<file path="src/rtl/pipe_stage_reg_pkg.sv">
// Shared defines for the EX pipeline stage register: NOP encodings and the
// default payload field layout packed by the issuing stage.
package pipe_stage_reg_pkg;

  localparam logic [7:0]  EX_NOP      = 8'h00;
  localparam logic [2:0]  EX_RES_NOP  = 3'b000;
  localparam logic [31:0] ZeroWord    = 32'h0000_0000;
  localparam logic [4:0]  NOPRegAddr  = 5'b00000;
  localparam int          JUMP_STAT_W = 15;

  typedef struct packed {
    logic [7:0]             aluOp;
    logic [2:0]             aluSel;
    logic [31:0]            reg1;
    logic [31:0]            reg2;
    logic [4:0]             wd;
    logic                   wreg;
    logic [31:0]            pc;
    logic [31:0]            offset;
    logic [JUMP_STAT_W-1:0] jumpStat;
  } ex_payload_t;

  localparam int EX_PAYLOAD_W = $bits(ex_payload_t);

  localparam ex_payload_t EX_NOP_PAYLOAD = '{
    aluOp:    EX_NOP,
    aluSel:   EX_RES_NOP,
    reg1:     ZeroWord,
    reg2:     ZeroWord,
    wd:       NOPRegAddr,
    wreg:     1'b0,
    pc:       ZeroWord,
    offset:   ZeroWord,
    jumpStat: '0
  };

  function automatic logic [1:0] countEntries(input logic headValid, input logic skidValid);
    return {1'b0, headValid} + {1'b0, skidValid};
  endfunction

endpackage

</file>
<file path="src/rtl/pipe_stage_reg_sat_counter.sv">
// Saturating up-counter with synchronous active-low reset; sticks at all-ones.
module sat_counter #(
  parameter int W = 16
) (
  input  logic         i_clk,
  input  logic         i_rstN,
  input  logic         i_inc,
  output logic [W-1:0] o_count
);

  logic [W-1:0] r_count;

  always_ff @(posedge i_clk) begin
    if (!i_rstN) begin
      r_count <= '0;
    end else if (i_inc && (r_count != {W{1'b1}})) begin
      r_count <= r_count + W'(1);
    end
  end

  assign o_count = r_count;

endmodule

</file>
<file path="src/rtl/pipe_stage_reg.sv">
// Valid/ready pipeline stage register with optional skid entry, stall (hold),
// mispredict flush and a saturating count of bubbles shown downstream.
module pipe_stage_reg
  import pipe_stage_reg_pkg::*;
#(
  parameter int DATA_W = 160,
  parameter int SKID   = 1,
  parameter int CNT_W  = 16
) (
  input  logic              clk,
  input  logic              rst,
  input  logic              in_valid,
  output logic              in_ready,
  input  logic [DATA_W-1:0] in_data,
  output logic              out_valid,
  input  logic              out_ready,
  output logic [DATA_W-1:0] out_data,
  input  logic              hold,
  input  logic              flush,
  output logic [1:0]        occupancy,
  output logic [CNT_W-1:0]  bubble_cnt
);

  localparam logic [DATA_W-1:0] NOP_WORD = DATA_W'(EX_NOP_PAYLOAD);

  logic              r_headValid;
  logic              r_skidValid;
  logic              r_inReady;
  logic [DATA_W-1:0] r_headData;
  logic [DATA_W-1:0] r_skidData;

  logic              w_headValidNext;
  logic              w_skidValidNext;
  logic [DATA_W-1:0] w_headDataNext;
  logic [DATA_W-1:0] w_skidDataNext;
  logic              w_frontOpen;
  logic              w_accept;
  logic              w_release;
  logic              w_bubble;

  assign out_valid   = r_headValid && !hold && !flush;
  assign w_frontOpen = (SKID != 0) ? 1'b1 : (!out_valid || out_ready);
  assign in_ready    = r_inReady && w_frontOpen && !hold && !flush;
  assign w_accept    = in_valid && in_ready;
  assign w_release   = out_valid && out_ready;
  assign out_data    = out_valid ? r_headData : NOP_WORD;
  assign occupancy   = countEntries(r_headValid, r_skidValid);
  assign w_bubble    = !out_valid && !hold;

  // Hold needs no branch of its own: it already blocks accept and release.
  always_comb begin
    w_headValidNext = r_headValid;
    w_headDataNext  = r_headData;
    w_skidValidNext = r_skidValid;
    w_skidDataNext  = r_skidData;
    if (flush) begin
      w_headValidNext = 1'b0;
      w_headDataNext  = '0;
      w_skidValidNext = 1'b0;
      w_skidDataNext  = '0;
    end else if (w_release && r_skidValid) begin
      w_headDataNext  = r_skidData;
      w_skidValidNext = 1'b0;
      w_skidDataNext  = '0;
    end else if (w_release && w_accept) begin
      w_headDataNext  = in_data;
    end else if (w_release) begin
      w_headValidNext = 1'b0;
      w_headDataNext  = '0;
    end else if (w_accept && !r_headValid) begin
      w_headValidNext = 1'b1;
      w_headDataNext  = in_data;
    end else if (w_accept && (SKID != 0)) begin
      w_skidValidNext = 1'b1;
      w_skidDataNext  = in_data;
    end
  end

  // r_inReady also doubles as the "out of reset" qualifier for the flat variant.
  always_ff @(posedge clk) begin
    if (!rst) begin
      r_headValid <= 1'b0;
      r_headData  <= '0;
      r_skidValid <= 1'b0;
      r_skidData  <= '0;
      r_inReady   <= 1'b0;
    end else begin
      r_headValid <= w_headValidNext;
      r_headData  <= w_headDataNext;
      r_skidValid <= w_skidValidNext;
      r_skidData  <= w_skidDataNext;
      r_inReady   <= (SKID != 0) ? !w_skidValidNext : 1'b1;
    end
  end

  sat_counter #(
    .W(CNT_W)
  ) u_bubbleCnt (
    .i_clk   (clk),
    .i_rstN  (rst),
    .i_inc   (w_bubble),
    .o_count (bubble_cnt)
  );

endmodule

</file>
<file path="config.mk">
export PLATFORM = sky130hd
export DESIGN_NAME = pipe_stage_reg
export DESIGN_NICKNAME = d
export VERILOG_FILES = /design/src/rtl/pipe_stage_reg_pkg.sv /design/src/rtl/pipe_stage_reg_sat_counter.sv /design/src/rtl/pipe_stage_reg.sv
export SDC_FILE = /design/constraint.sdc
export NUM_CORES = 1
export LEC_CHECK = 0
export ABC_AREA = 1
export CAP_MARGIN = 15
export CORE_ASPECT_RATIO = 1.4
export CORE_MARGIN = 2
export CORE_UTILIZATION = 28
export DETAILED_ROUTE_END_ITERATION = 10
export GPL_TIMING_DRIVEN = 0
export PLACE_DENSITY = 0.52
export SLEW_MARGIN = 20
export SYNTH_ARGS = -nofsm -noshare
export SYNTH_HDL_FRONTEND = slang
export SYNTH_SLANG_ARGS = --single-unit
</file>
<file path="constraint.sdc">
create_clock -name clk -period 1.5 [get_ports clk]
set_input_delay 0.375 -clock clk [delete_from_list [all_inputs] [get_ports clk]]
set_output_delay 0.375 -clock clk [all_outputs]
set_load 0.02 [all_outputs]
</file>
* Yosys cells after proc, flatten, opt, wreduce, memory -nomap -nowiden
Index checks and enable logic that the tools add are counted.
** Storage, ports and cells
- Bits in registers :: 339
- Input port bits :: 166
- Output and inout port bits :: 180
- Word-level logic and storage cells :: 49
** Operators by class
- Add/sub/neg operators :: 2
- Equality and inequality tests :: 1
- Mux-type cells :: 13
- Bitwise operators :: 5
- Reductions and logical operators :: 22
** Operators by type and width (number)
- $mux 160 :: 5
- $add 16x1->16 const B :: 1
- $ne 16x16->1 const B :: 1
- $logic_and 1x1->1 :: 11
- $mux 1 :: 8
- $logic_not 1->1 :: 5
- $not 1->1 :: 5
- $reduce_and 4->1 :: 1
- $reduce_bool 4->1 :: 1
- $reduce_and 3->1 :: 1
- $reduce_or 3->1 :: 1
- $add 1x1->2 :: 1
- $reduce_bool 2->1 :: 1
- $reduce_or 2->1 :: 1

* Logic depth before layout (Yosys ltp)
- Depth after elaboration :: 11
- Gate-level depth with buffers :: 11
- Gate-level depth less buffers :: 9

* Cells and area by module
A second synthesis with hierarchy kept.
** Unflattened totals
- Cells, all modules :: 2970
- Area total of the unflattened synthesis :: 17795.8 µm²
** By module, submodules not included
- pipe_stage_reg :: times used 1, cells each 2821, area each 16799.9 µm², sequential area each 6466.2 µm²
- sat_counter :: times used 1, cells each 149, area each 996.0 µm², sequential area each 320.3 µm²

* Least setup slack after synthesis
Ideal clock, no wire load.
- Kind :: in2out
- Start point :: input hold
- End point :: output out_data[100]
- Arrival :: 1.298 ns
- Required time :: 1.125 ns
- Slack :: -0.173 ns
- Stages :: 5
- Path buffers :: 2
- Cells stage by stage :: nor2_2 > nand2_2 > clkbuf_1 > clkbuf_1 > nor2_1
** On the way
- Cells in the longest elaborated chain, start to end :: 4
** RTL lines
- start, declared :: RTL line pipe_stage_reg.sv:18 : input logic hold,
- $logic_not 1->1 :: RTL line pipe_stage_reg.sv:41 : assign out_valid = r_headValid && !hold && !flush;
- $logic_and 1x1->1 (2 in series) :: RTL line pipe_stage_reg.sv:41
- $mux 160 :: RTL line pipe_stage_reg.sv:46 : assign out_data = out_valid ? r_headData : NOP_WORD;
- end, declared :: RTL line pipe_stage_reg.sv:17 : output logic [DATA_W-1:0] out_data,
No other way between the ends.

* Final worst setup path
- Start point :: register r_headValid
- End point :: output out_data[105]
** On the way
- Cells in the longest elaborated chain, start to end :: 3
** RTL lines
- start, declared :: RTL line pipe_stage_reg.sv:26 : logic r_headValid;
- start signal, assigned :: RTL line pipe_stage_reg.sv:88 : r_headValid <= w_headValidNext;
- $logic_and 1x1->1 (2 in series) :: RTL line pipe_stage_reg.sv:41
- $mux 160 :: RTL line pipe_stage_reg.sv:46
No other way between the ends.

==> impl_metrics.csv <==
group,metric,value,unit
timing,worst_slack,-584,ps
floorplan,initial_utilization,28.4,%
global_routing,grt_pass1_wl,90.1,mm
floorplan,fp-row-count,103,
synthesis,syn_inst,2596,
synthesis,synth_area,16000,sq um
timing,hold_viol,0,
finish,final_cell_mix,"nand2_1 (853), nor2_1 (567), dfxtp_1 (330), inv_1 (185), clkdlybuf4s50_1 (174)",
synthesis,yosysSeqAreaShare,42.4,%
floorplan,core-area,56400,sq um
finish,fin_area,23300,sq um
timing,hold_ws,206,ps
worst_setup_path,arrival,1710,ps
place,gp_congestion,0.822,
worst_setup_path,setup.worst_path.end_class,"primary output",
drt,drt_drc_violations_left,0,
cts,clock-sinks,339,
worst_setup_path,reg2reg_depth,9,
synthesis,syn-num-nets,2764,
cts,max-clock-path-buffers,3,
synthesis,synth_area_leaders,"dfxtp_1 (42%), nand2_1 (20%), nor2_1 (15%)",
finish,fillers,6033,
power,leakagePower,0.00901,uW
place,io_buffers,344,
global_routing,grt_pass1_vias,16200,
cts,root_buffer,"clkbuf_16",
global_routing,grt_max_degree,13,
timing,tns,-192680,ps
synthesis,synth_top_area_cell,"dfxtp_1",
power,comb_power_share,7.2,%
synthesis,synth_area_per_cell,6.17,sq um
finish,fin_util,41.4,%
finish,drive_above_1_share,17.9,%
timing,tightest_slew,585,ps
global_routing,track_usage,19.6,%
floorplan,die_w,206,um
drt,wl_per_cell,15.9,um
floorplan,io_pins,346,
worst_setup_path,worstPathRequired,1120,ps
worst_setup_path,critPathKind,"reg2out",
floorplan,dieArea,59100,sq um
power,seq_power_share,45.3,%
place,dpl_cell_area,20600,sq um
power,p_per_area,861,nW/um^2
outcome,status,"complete, but fails checks",
power,p_int,15400,uW
finish,nets,3185,
finish,seqCellArea,6810,sq um
drt,antenna_left,0,
synthesis,synth-edff-count,0,
timing,slew_viol_final,0,
cts,cts.clk_slew.worst_paths,60,ps
worst_setup_path,worstSetupStartpointType,"flop",
synthesis,ys_types,25,
global_routing,grt_overflow_total,0,
place,place_ws,-2160,ps
worst_setup_path,critPathMaxFanout,7,
synthesis,synth_ff_type,"dfxtp_1",
cts,cts_hold_buf,0,
timing,fmax,480,MHz
drt,first_pass_iters,5,
global_routing,antenna_found_initial,6,
power,p_sw_share,23.5,%
power,vdd.ir_drop.worst,0.567,mV
drt,dr_total_vias,16900,
timing,finalSetupViolations,511,
timing,fin_crit,2080,ps
timing,rsz0062_at_grt,"true",
synthesis,synth_warnings,0,
floorplan,fp.dieH,287,um
worst_hold_path,hp-class,"in2reg",
cts,cts_max_level,2,
finish,mostFrequentLayoutCell,"nand2_1",
synthesis,synthArstFlopShare,0,%
outcome,violations,"negative setup slack",
synthesis,synth.top_cell.area_share,42.4,%
run,maxCapViolCount,0,
finish,multiInputGateArea,8250,sq um
timing,skew,13.0,ps
place,dpl.hpwl,43.7,mm
drt,avgViaCountPerCell,4.46,
worst_hold_path,hold_depth,3,
timing,finalCritPeriodShare,139,%
cts,cts_tree,"done",
power,power.switching,4730,uW
cts,clk_latency,560,ps
timing,slew_headroom,61.0,%
cts,cts_buffers,39,
finish,syn_to_final_growth,45.8,%
drt,routed_wl,60.3,mm
drt,drt_iter0_markers,753,
power,power.clock.fraction,47.5,%
synthesis,synth_seq_cells,339,
[power groups by stage]
| stage | registers, uW | clock network [uW] | logic, uW |
|---|---|---|---|
| 3_3_place_gp | 9310 | 0 | 1360 |
| 3_5_place_dp | 9310 | 0 | 1370 |
| 4_1_cts | 9110 | 9830 | 1400 |
| 5_1_grt | 9110 | 10200 | 1590 |
| 6_report | 9110 | 9540 | 1440 |
| 2_1_floorplan | 9310 | 0 | 592 |
[state kept, by name, indices dropped and copies added, names as in the netlist]
signal,cells
r_headData,160
r_headValid,1
r_skidValid,1
r_skidData,160
u_bubbleCnt.o_count,16
r_inReady,1
[synthesized netlist by cell type (6+ instances only)]
master	count
a21oi_1	172
buf_1	23
buf_2	85
buf_4	20
clkbuf_1	45
dfxtp_1	339
inv_1	186
nand2_1	859
nand3_1	23
nand4_1	6
nor2_1	654
o21ai_0	157
[routing by layer]
layer  GRT usage, %  part of all wire [%]
met3           3.56                   5.3
met2           36.4                    52
met4           6.00                   2.4
met5              0                 0.038
met1           22.6                    40
[final timing paths]
kind	from	end	slack, ps
max reg2reg	r_headValid$_SDFFE_PP0P_	r_skidData[60]$_SDFFE_PP0P_	-410
min	rst	r_inReady$_SDFF_PN0_	210
min reg2reg	r_skidData[98]$_SDFFE_PP0P_	r_skidData[98]$_SDFFE_PP0P_	460
max	r_headValid$_SDFFE_PP0P_	out_data[105]	-580
[critical path, stage by stage (launching register included)]
cell	delay (ps)
dfxtp_4	380
nand2_8	110
clkbuf_16	220
clkbuf_16	180
nor2_4	120
buf_6	130
[cell type report]
| cell class | instances | share of cell area, % |
|---|---|---|
| Multi-Input combinational cell | 1892 | 35.3 |
| Sequential cell | 339 | 29.2 |
| Timing Repair Buffer | 381 | 16.3 |
| Buffer | 173 | 6.57 |
| Clock buffer | 59 | 5.06 |
| Tap cell | 735 | 3.94 |
| Inverter | 191 | 3.18 |
| Clock inverter | 11 | 0.407 |
| Antenna cell | 4 | 0.0429 |
[per-stage QoR]
step,total power (uW),instances
CTS,20300,3756
finish,20100,3785
floorplan,9900,2596
global route,20900,3784
detailed placement,10700,3675
global placement,10700,3675
[logic make-up after synthesis]
| logic type | after synthesis | synth area share (%) |
|---|---|---|
| AOI/OAI and AO/OA | 331 | 10.4 |
| adders and majority gates | 2 | 0.156 |
| xor gates and xnor gates | 6 | 0.328 |
| and+or+nand+nor | 1553 | 37.0 |
| DFF | 339 | 42.4 |
| buffers and inverters | 365 | 9.74 |
[what timing repair did]
item | CTS | global route
endpoints found under the setup margin | 517 | 518
resized for setup | 963 | 253
buffers inserted | 4 | 15
cloned | 7 | 11
pin swaps | 3 | 9
Note: power is estimated with default switching activity, not from simulation.
